`src/rtl/gfx_blender_modes.sv`:
```
// gfx_blender_modes: per-pixel blend stage (alpha/add/mul/sub) ahead of render.
// Ports: fragment in (write_i/ack_o), target reader (request/ack), render out (write_o/ack_i).
module gfx_blender_modes #(
  parameter int point_width = 16,
  parameter bit fast_opaque = 1'b1
) (
  input  logic                   clk_i,
  input  logic                   rst_i,
  input  logic                   blending_enable_i,
  input  logic [1:0]             blend_mode_i,
  input  logic                   discard_transparent_i,
  input  logic [31:2]            target_base_i,
  input  logic [point_width-1:0] target_size_x_i,
  input  logic [point_width-1:0] target_size_y_i,
  input  logic [1:0]             color_depth_i,
  input  logic [point_width-1:0] x_counter_i,
  input  logic [point_width-1:0] y_counter_i,
  input  logic [point_width-1:0] z_i,
  input  logic [7:0]             alpha_i,
  input  logic [7:0]             global_alpha_i,
  input  logic [31:0]            pixel_color_i,
  input  logic                   write_i,
  output logic                   ack_o,
  output logic                   target_request_o,
  output logic [31:2]            target_addr_o,
  output logic [3:0]             target_sel_o,
  input  logic [31:0]            target_data_i,
  input  logic                   target_ack_i,
  input  logic                   wbm_busy_i,
  output logic [point_width-1:0] pixel_x_o,
  output logic [point_width-1:0] pixel_y_o,
  output logic [point_width-1:0] pixel_z_o,
  output logic [31:0]            pixel_color_o,
  output logic                   write_o,
  input  logic                   ack_i
);

  typedef enum logic [2:0] {
    S_IDLE, S_DECIDE, S_READ, S_CALC, S_WRITE, S_DONE
  } state_t;

  state_t r_state, w_next;

  logic [point_width-1:0] r_x, r_y, r_z;
  logic [31:0] r_src, r_dst, r_out;
  logic [1:0]  r_depth, r_mode;
  logic        r_en, r_disc, r_req, r_write;
  logic [15:0] r_p;

  // Exact round of p/255.
  function automatic logic [16:0] f_rnd(input logic [16:0] t);
    logic [16:0] u;
    u = t + 17'd128;
    return (u + (u >> 8)) >> 8;
  endfunction

  function automatic logic [7:0] f_ch(
    input logic [1:0] m,
    input logic [7:0] s,
    input logic [7:0] d,
    input logic [7:0] a,
    input logic [3:0] w
  );
    logic [16:0] mx, sa, sum, res;
    mx  = (17'd1 << w) - 17'd1;
    sa  = f_rnd(17'(s) * 17'(a));
    sum = 17'(d) + sa;
    res = '0;
    unique case (m)
      2'b00: res = f_rnd(17'(s) * 17'(a) + 17'(d) * 17'(8'd255 - a));
      2'b01: res = (sum > mx) ? mx : sum;
      2'b10: res = (17'(s) * (17'(d) + 17'd1)) >> w;
      default: res = (17'(d) >= sa) ? 17'(d) - sa : 17'd0;
    endcase
    return res[7:0];
  endfunction

  logic [16:0] w_q, w_a17;
  logic [7:0]  w_a;
  assign w_q   = {1'b0, r_p} + 17'd128;
  assign w_a17 = (w_q + (w_q >> 8)) >> 8;
  assign w_a   = w_a17[7:0];

  logic [7:0]  w_d8;
  logic [15:0] w_d16;
  always_comb begin
    w_d8 = r_dst[31:24];
    unique case (r_x[1:0])
      2'b00: w_d8 = r_dst[31:24];
      2'b01: w_d8 = r_dst[23:16];
      2'b10: w_d8 = r_dst[15:8];
      default: w_d8 = r_dst[7:0];
    endcase
    w_d16 = r_x[1] ? r_dst[15:0] : r_dst[31:16];
  end

  logic [7:0] w_y8, w_r16, w_g16, w_b16, w_r32, w_g32, w_b32;
  assign w_y8  = f_ch(r_mode, r_src[7:0], w_d8, w_a, 4'd8);
  assign w_r16 = f_ch(r_mode, {3'b0, r_src[15:11]},
                      {3'b0, w_d16[15:11]}, w_a, 4'd5);
  assign w_g16 = f_ch(r_mode, {2'b0, r_src[10:5]},
                      {2'b0, w_d16[10:5]}, w_a, 4'd6);
  assign w_b16 = f_ch(r_mode, {3'b0, r_src[4:0]},
                      {3'b0, w_d16[4:0]}, w_a, 4'd5);
  assign w_r32 = f_ch(r_mode, r_src[23:16], r_dst[23:16], w_a, 4'd8);
  assign w_g32 = f_ch(r_mode, r_src[15:8], r_dst[15:8], w_a, 4'd8);
  assign w_b32 = f_ch(r_mode, r_src[7:0], r_dst[7:0], w_a, 4'd8);

  logic [31:0] w_blend;
  always_comb begin
    w_blend = {24'b0, w_y8};
    if (r_depth[1])
      w_blend = {r_src[31:24], w_r32, w_g32, w_b32};
    else if (r_depth[0])
      w_blend = {16'b0, w_r16[4:0], w_g16[5:0], w_b16[4:0]};
  end

  logic [31:0] w_lin, w_off;
  assign w_lin = 32'(target_size_x_i) * 32'(r_y) + 32'(r_x);
  always_comb begin
    w_off = w_lin;
    if (r_depth[1])
      w_off = w_lin << 2;
    else if (r_depth[0])
      w_off = w_lin << 1;
  end

  logic w_bypass, w_drop;
  assign w_bypass = !r_en ||
                    (r_mode == 2'b00 && fast_opaque && w_a == 8'd255);
  assign w_drop   = r_mode == 2'b00 && r_disc && w_a == 8'd0;

  always_ff @(posedge clk_i or posedge rst_i) begin
    if (rst_i) r_state <= S_IDLE;
    else       r_state <= w_next;
  end

  always_comb begin
    w_next = r_state;
    unique case (r_state)
      S_IDLE:   if (write_i) w_next = S_DECIDE;
      S_DECIDE: begin
        if (w_bypass)    w_next = S_WRITE;
        else if (w_drop) w_next = S_DONE;
        else             w_next = S_READ;
      end
      S_READ:   if (target_ack_i) w_next = S_CALC;
      S_CALC:   w_next = S_WRITE;
      S_WRITE:  if (ack_i) w_next = S_DONE;
      default:  w_next = S_IDLE;
    endcase
  end

  always_ff @(posedge clk_i or posedge rst_i) begin
    if (rst_i) begin
      r_x     <= '0;
      r_y     <= '0;
      r_z     <= '0;
      r_src   <= '0;
      r_dst   <= '0;
      r_out   <= '0;
      r_depth <= '0;
      r_mode  <= '0;
      r_en    <= 1'b0;
      r_disc  <= 1'b0;
      r_req   <= 1'b0;
      r_write <= 1'b0;
      r_p     <= '0;
    end else begin
      unique case (r_state)
        S_IDLE: if (write_i) begin
          r_x     <= x_counter_i;
          r_y     <= y_counter_i;
          r_z     <= z_i;
          r_src   <= pixel_color_i;
          r_depth <= color_depth_i;
          r_mode  <= blend_mode_i;
          r_en    <= blending_enable_i;
          r_disc  <= discard_transparent_i;
          r_p     <= 16'(alpha_i) * 16'(global_alpha_i);
        end
        S_DECIDE: if (w_bypass) begin
          r_out   <= r_src;
          r_write <= 1'b1;
        end
        // Ack takes priority over a concurrent busy.
        S_READ: begin
          if (target_ack_i) begin
            r_dst <= target_data_i;
            r_req <= 1'b0;
          end else begin
            r_req <= r_req | !wbm_busy_i;
          end
        end
        S_CALC: begin
          r_out   <= w_blend;
          r_write <= 1'b1;
        end
        S_WRITE: if (ack_i) r_write <= 1'b0;
        default: ;
      endcase
    end
  end

  assign ack_o            = (r_state == S_DONE);
  assign target_request_o = r_req;
  assign target_addr_o    = target_base_i + w_off[31:2];
  assign target_sel_o     = 4'b1111;
  assign pixel_x_o        = r_x;
  assign pixel_y_o        = r_y;
  assign pixel_z_o        = r_z;
  assign pixel_color_o    = r_out;
  assign write_o          = r_write;

  logic w_unused;
  assign w_unused = ^{target_size_y_i, w_off[1:0], w_a17[16:8],
                      w_r16[7:5], w_g16[7:6], w_b16[7:5]};

endmodule

```
`config.mk`:
```
export PLATFORM = sky130hd
export DESIGN_NAME = gfx_blender_modes
export DESIGN_NICKNAME = d
export VERILOG_FILES = /design/src/rtl/gfx_blender_modes.sv
export SDC_FILE = /design/constraint.sdc
export NUM_CORES = 2
export LEC_CHECK = 0
export ABC_CLOCK_PERIOD_IN_PS = 27000
export CAP_MARGIN = 20
export CORE_UTILIZATION = 45
export CTS_CLUSTER_SIZE = 8
export DETAILED_ROUTE_END_ITERATION = 16
export PLACE_DENSITY = 0.62
export SYNTH_ARGS = -nofsm -noshare
export SYNTH_HDL_FRONTEND = slang
export SYNTH_SLANG_ARGS = --single-unit
```
`constraint.sdc`:
```
create_clock -name clk_i -period 27 [get_ports clk_i]
set_input_delay 2.7 -clock clk_i [delete_from_list [all_inputs] [get_ports clk_i]]
set_output_delay 2.7 -clock clk_i [all_outputs]
set_load 0.01 [all_outputs]
```
==> results.yml <==
outcome:
  status: "finished, final reports clean"
routing:
  drt_wl_total_mm: 208
  via_per_inst: 5.54
  drcViolationCount: 0
  wl_per_cell_um: 20.4
  drt-pass1-iter-count: 5
  antenna_left: 0
  drtIter0Drc: 4069
  vias: 56601
floorplanning:
  placementRows: 141
  die_h_um: 388
  core_um2: 148000
  initial_core_util_pct: 45.3
  die_x_um: 388
  die-area_um2: 150000
  ios: 319
cts:
  hold_buffers: 0
  clk_pin_slew_worst_paths_ns: 0.08
  clock-sinks: 171
  clockBufferDepth: 2
  cts_resized: 0
  cts_tree: "built"
  post_cts_buffers: 0
  cts_root_buffer: "clkbuf_16"
  cts_buffers: 17
  insertion_delay_ns: 0.56
  h-tree-depth: 4
logic_synthesis:
  synth.largest_area_cell: "fa_1"
  yosysWarnings: 0
  synthFlopType: "dfrtp_1"
  synth-edff-count: 0
  ys_seq_elements: 171
  ys_seq_area_share_pct: 6.38
  postSynthAreaPerCell_um2: 8.23
  synthArstFlopShare_pct: 100
  syn_inst: 8142
  synthesis.area_um2: 67000
  yosys-top-cells-area: "fa_1 28%, ha_1 19%, inv_1 8.3%"
  synth.distinct_cells: 121
  yosys.area.top_type_share_pct: 27.5
critical_path:
  crit_path_start_kind: "input pin"
  critPathMaxFanout: 16
  worst-endpoint-arrival_ns: 12.83
  cpMostUsedCell: "fa_1"
  setup.worst_path.class: "in -> out"
  slowest_stage: "clkdlybuf4s50_1"
  rr_worst_depth: 53
  cp-end-kind: "output port"
  cp.required_ns: 24.30
  max_stage_delay_ns: 1.01
global_routing:
  grt_pass1_wl_mm: 329
  grt_util_all_layers_pct: 28.0
  grt_max_degree: 122
  grt_pass1_vias: 57835
  overflow: 0
  antenna_found_initial: 11
layout:
  areaGrowthSynthToFinish_pct: 8.71
  final_net_count: 10432
  fin_cells: 10220
  drive_gt1_share_pct: 3.40
timing:
  skew_ns: 0.0181
  rsz0062_at_grt: "no"
  fin_setup_tns_ns: 0
  tightestPinTransition_ns: 1.22
  finalSetupViolations: 0
  fin_crit_sh_pct: 57.5
  period_needed_ns: 15.53
  final-max-slew-violation-count: 0
  hold_viol_final: 0
  relSlewSlack_pct: 18.2
  clock.fmax_mhz: 64.4
placed_design:
  dp_cells: 10186
  port_buffers: 298
  hpwlAfterDp_mm: 165
  place_congestion: 0.945
job:
  maxCapViolCount: 0
hold_path:
  hold_path_class: "reg -> reg"
  holdPathStages: 2
layout by cell type (no fill, tap or decap), types with 61 or more instances in the layout:
cell type | synthesis | layout
and3_1 | 61 | 61
ha_1 | 1034 | 1034
buf_4 | 4 | 98
nor3_1 | 93 | 91
nor2_1 | 442 | 437
nor2b_1 | 65 | 65
a21oi_1 | 313 | 311
o21ai_0 | 256 | 256
fa_1 | 921 | 921
nand2_1 | 1113 | 1112
a21o_1 | 105 | 105
xnor2_1 | 308 | 299
inv_1 | 1485 | 1484
and2_1 | 463 | 463
nand3_1 | 83 | 83
xor2_1 | 132 | 131
dfrtp_1 | 171 | 168
clkdlybuf4s50_1 | 0 | 298
area by class of cell:
cell class	count	area, um2
fill	14384	75000
multi-input combinational	6190	56200
inverter	1499	5640
sequential	171	4280
timing repair buffer	396	3720
tap	1930	2410
clock buffer	19	443
clock inverter	13	176
antenna	2	5.00
cells in the mapped netlist, drive strengths merged, types with 32 or more instances:
master and instances:
dfrtp 171, nor2b 65, o21bai 56, nand3 83, and2 465, a21o 105, o31ai 32, mux2 37
a211oi 42, a21oi 318, nand2 1113, o21ai 267, xnor2 312, nand2b 32, o211ai 36, a31oi 35
o21a 56, inv 1488, ha 1034, and3 62, clkbuf 269, fa 921, mux2i 37, nor2 442
nor3 95, xor2 135
cell families after synthesis:
kind of cell	count (synthesis)	share of synthesized area [%]
AND/OR/NAND/NOR	2535	17.9
adder cells (fa/ha/maj)	1955	46.8
buffers and inverters	1790	10.1
AO/OA/AOI/OAI	1167	11.6
XOR/XNOR	448	5.95
flip-flops	171	6.38
multiplexers	74	1.22
other	2	0.0112
sequential cells by signal, indices dropped and copies added (netlist names):
signal / cells
pixel_color_o: 32
r_dst: 32
r_src: 32
pixel_x_o: 16
pixel_y_o: 16
pixel_z_o: 16
r_p: 16
r_state: 3
r_depth: 2
r_mode: 2
r_disc: 1
r_en: 1
target_request_o: 1
write_o: 1
per-layer routing:
metal / vias to the layer above / track usage, % / wire, um
li1: 26281 / - / -
met2: 1770 / 47.4 / 98700
met3: 359 / 3.70 / 13500
met5: - / 0 / 49
met1: 28183 / 36.5 / 88600
met4: 8 / 9.83 / 7590
worst paths after layout:
kind | slack [ns] | startpoint | to
setup / recovery | 11.47 | target_size_x_i[11] | target_addr_o[31]
hold / removal | 0.48 | r_src[26] | r_src[26]
setup reg to reg | 11.81 | r_p[7] | pixel_color_o[4]
hold reg to reg | 0.48 | r_src[26] | r_src[26]
max in group asynchronous | 22.82 | rst_i | pixel_z_o[15]
min in group asynchronous | 2.75 | rst_i | pixel_z_o[14]
stage by stage:
step / util, % / area (um2) / hold slack, ns / worst slack [ns]
after floorplan: - / 67100 / 0.438 / 13.93
after global placement: 48.9 / 72200 / 0.458 / 11.51
after detailed placement: 48.9 / 72200 / 0.461 / 11.46
after CTS: 49.3 / 72800 / 0.482 / 11.43
after global routing: 49.3 / 72800 / 0.498 / 10.97
final: 49.3 / 72900 / 0.478 / 11.47
critical path, delay by kind of cell:
family / cells / cell delay [ns]
compound gates: 13 / 3.81
fa+ha+maj: 8 / 3.75
buf+inv: 5 / 1.71
xor+xnor: 2 / 0.31
simple gates: 3 / 0.54
Power is left out: the tool's default activity adds up to more than one toggle a clock period on the data nets, which glitch-free logic cannot reach.
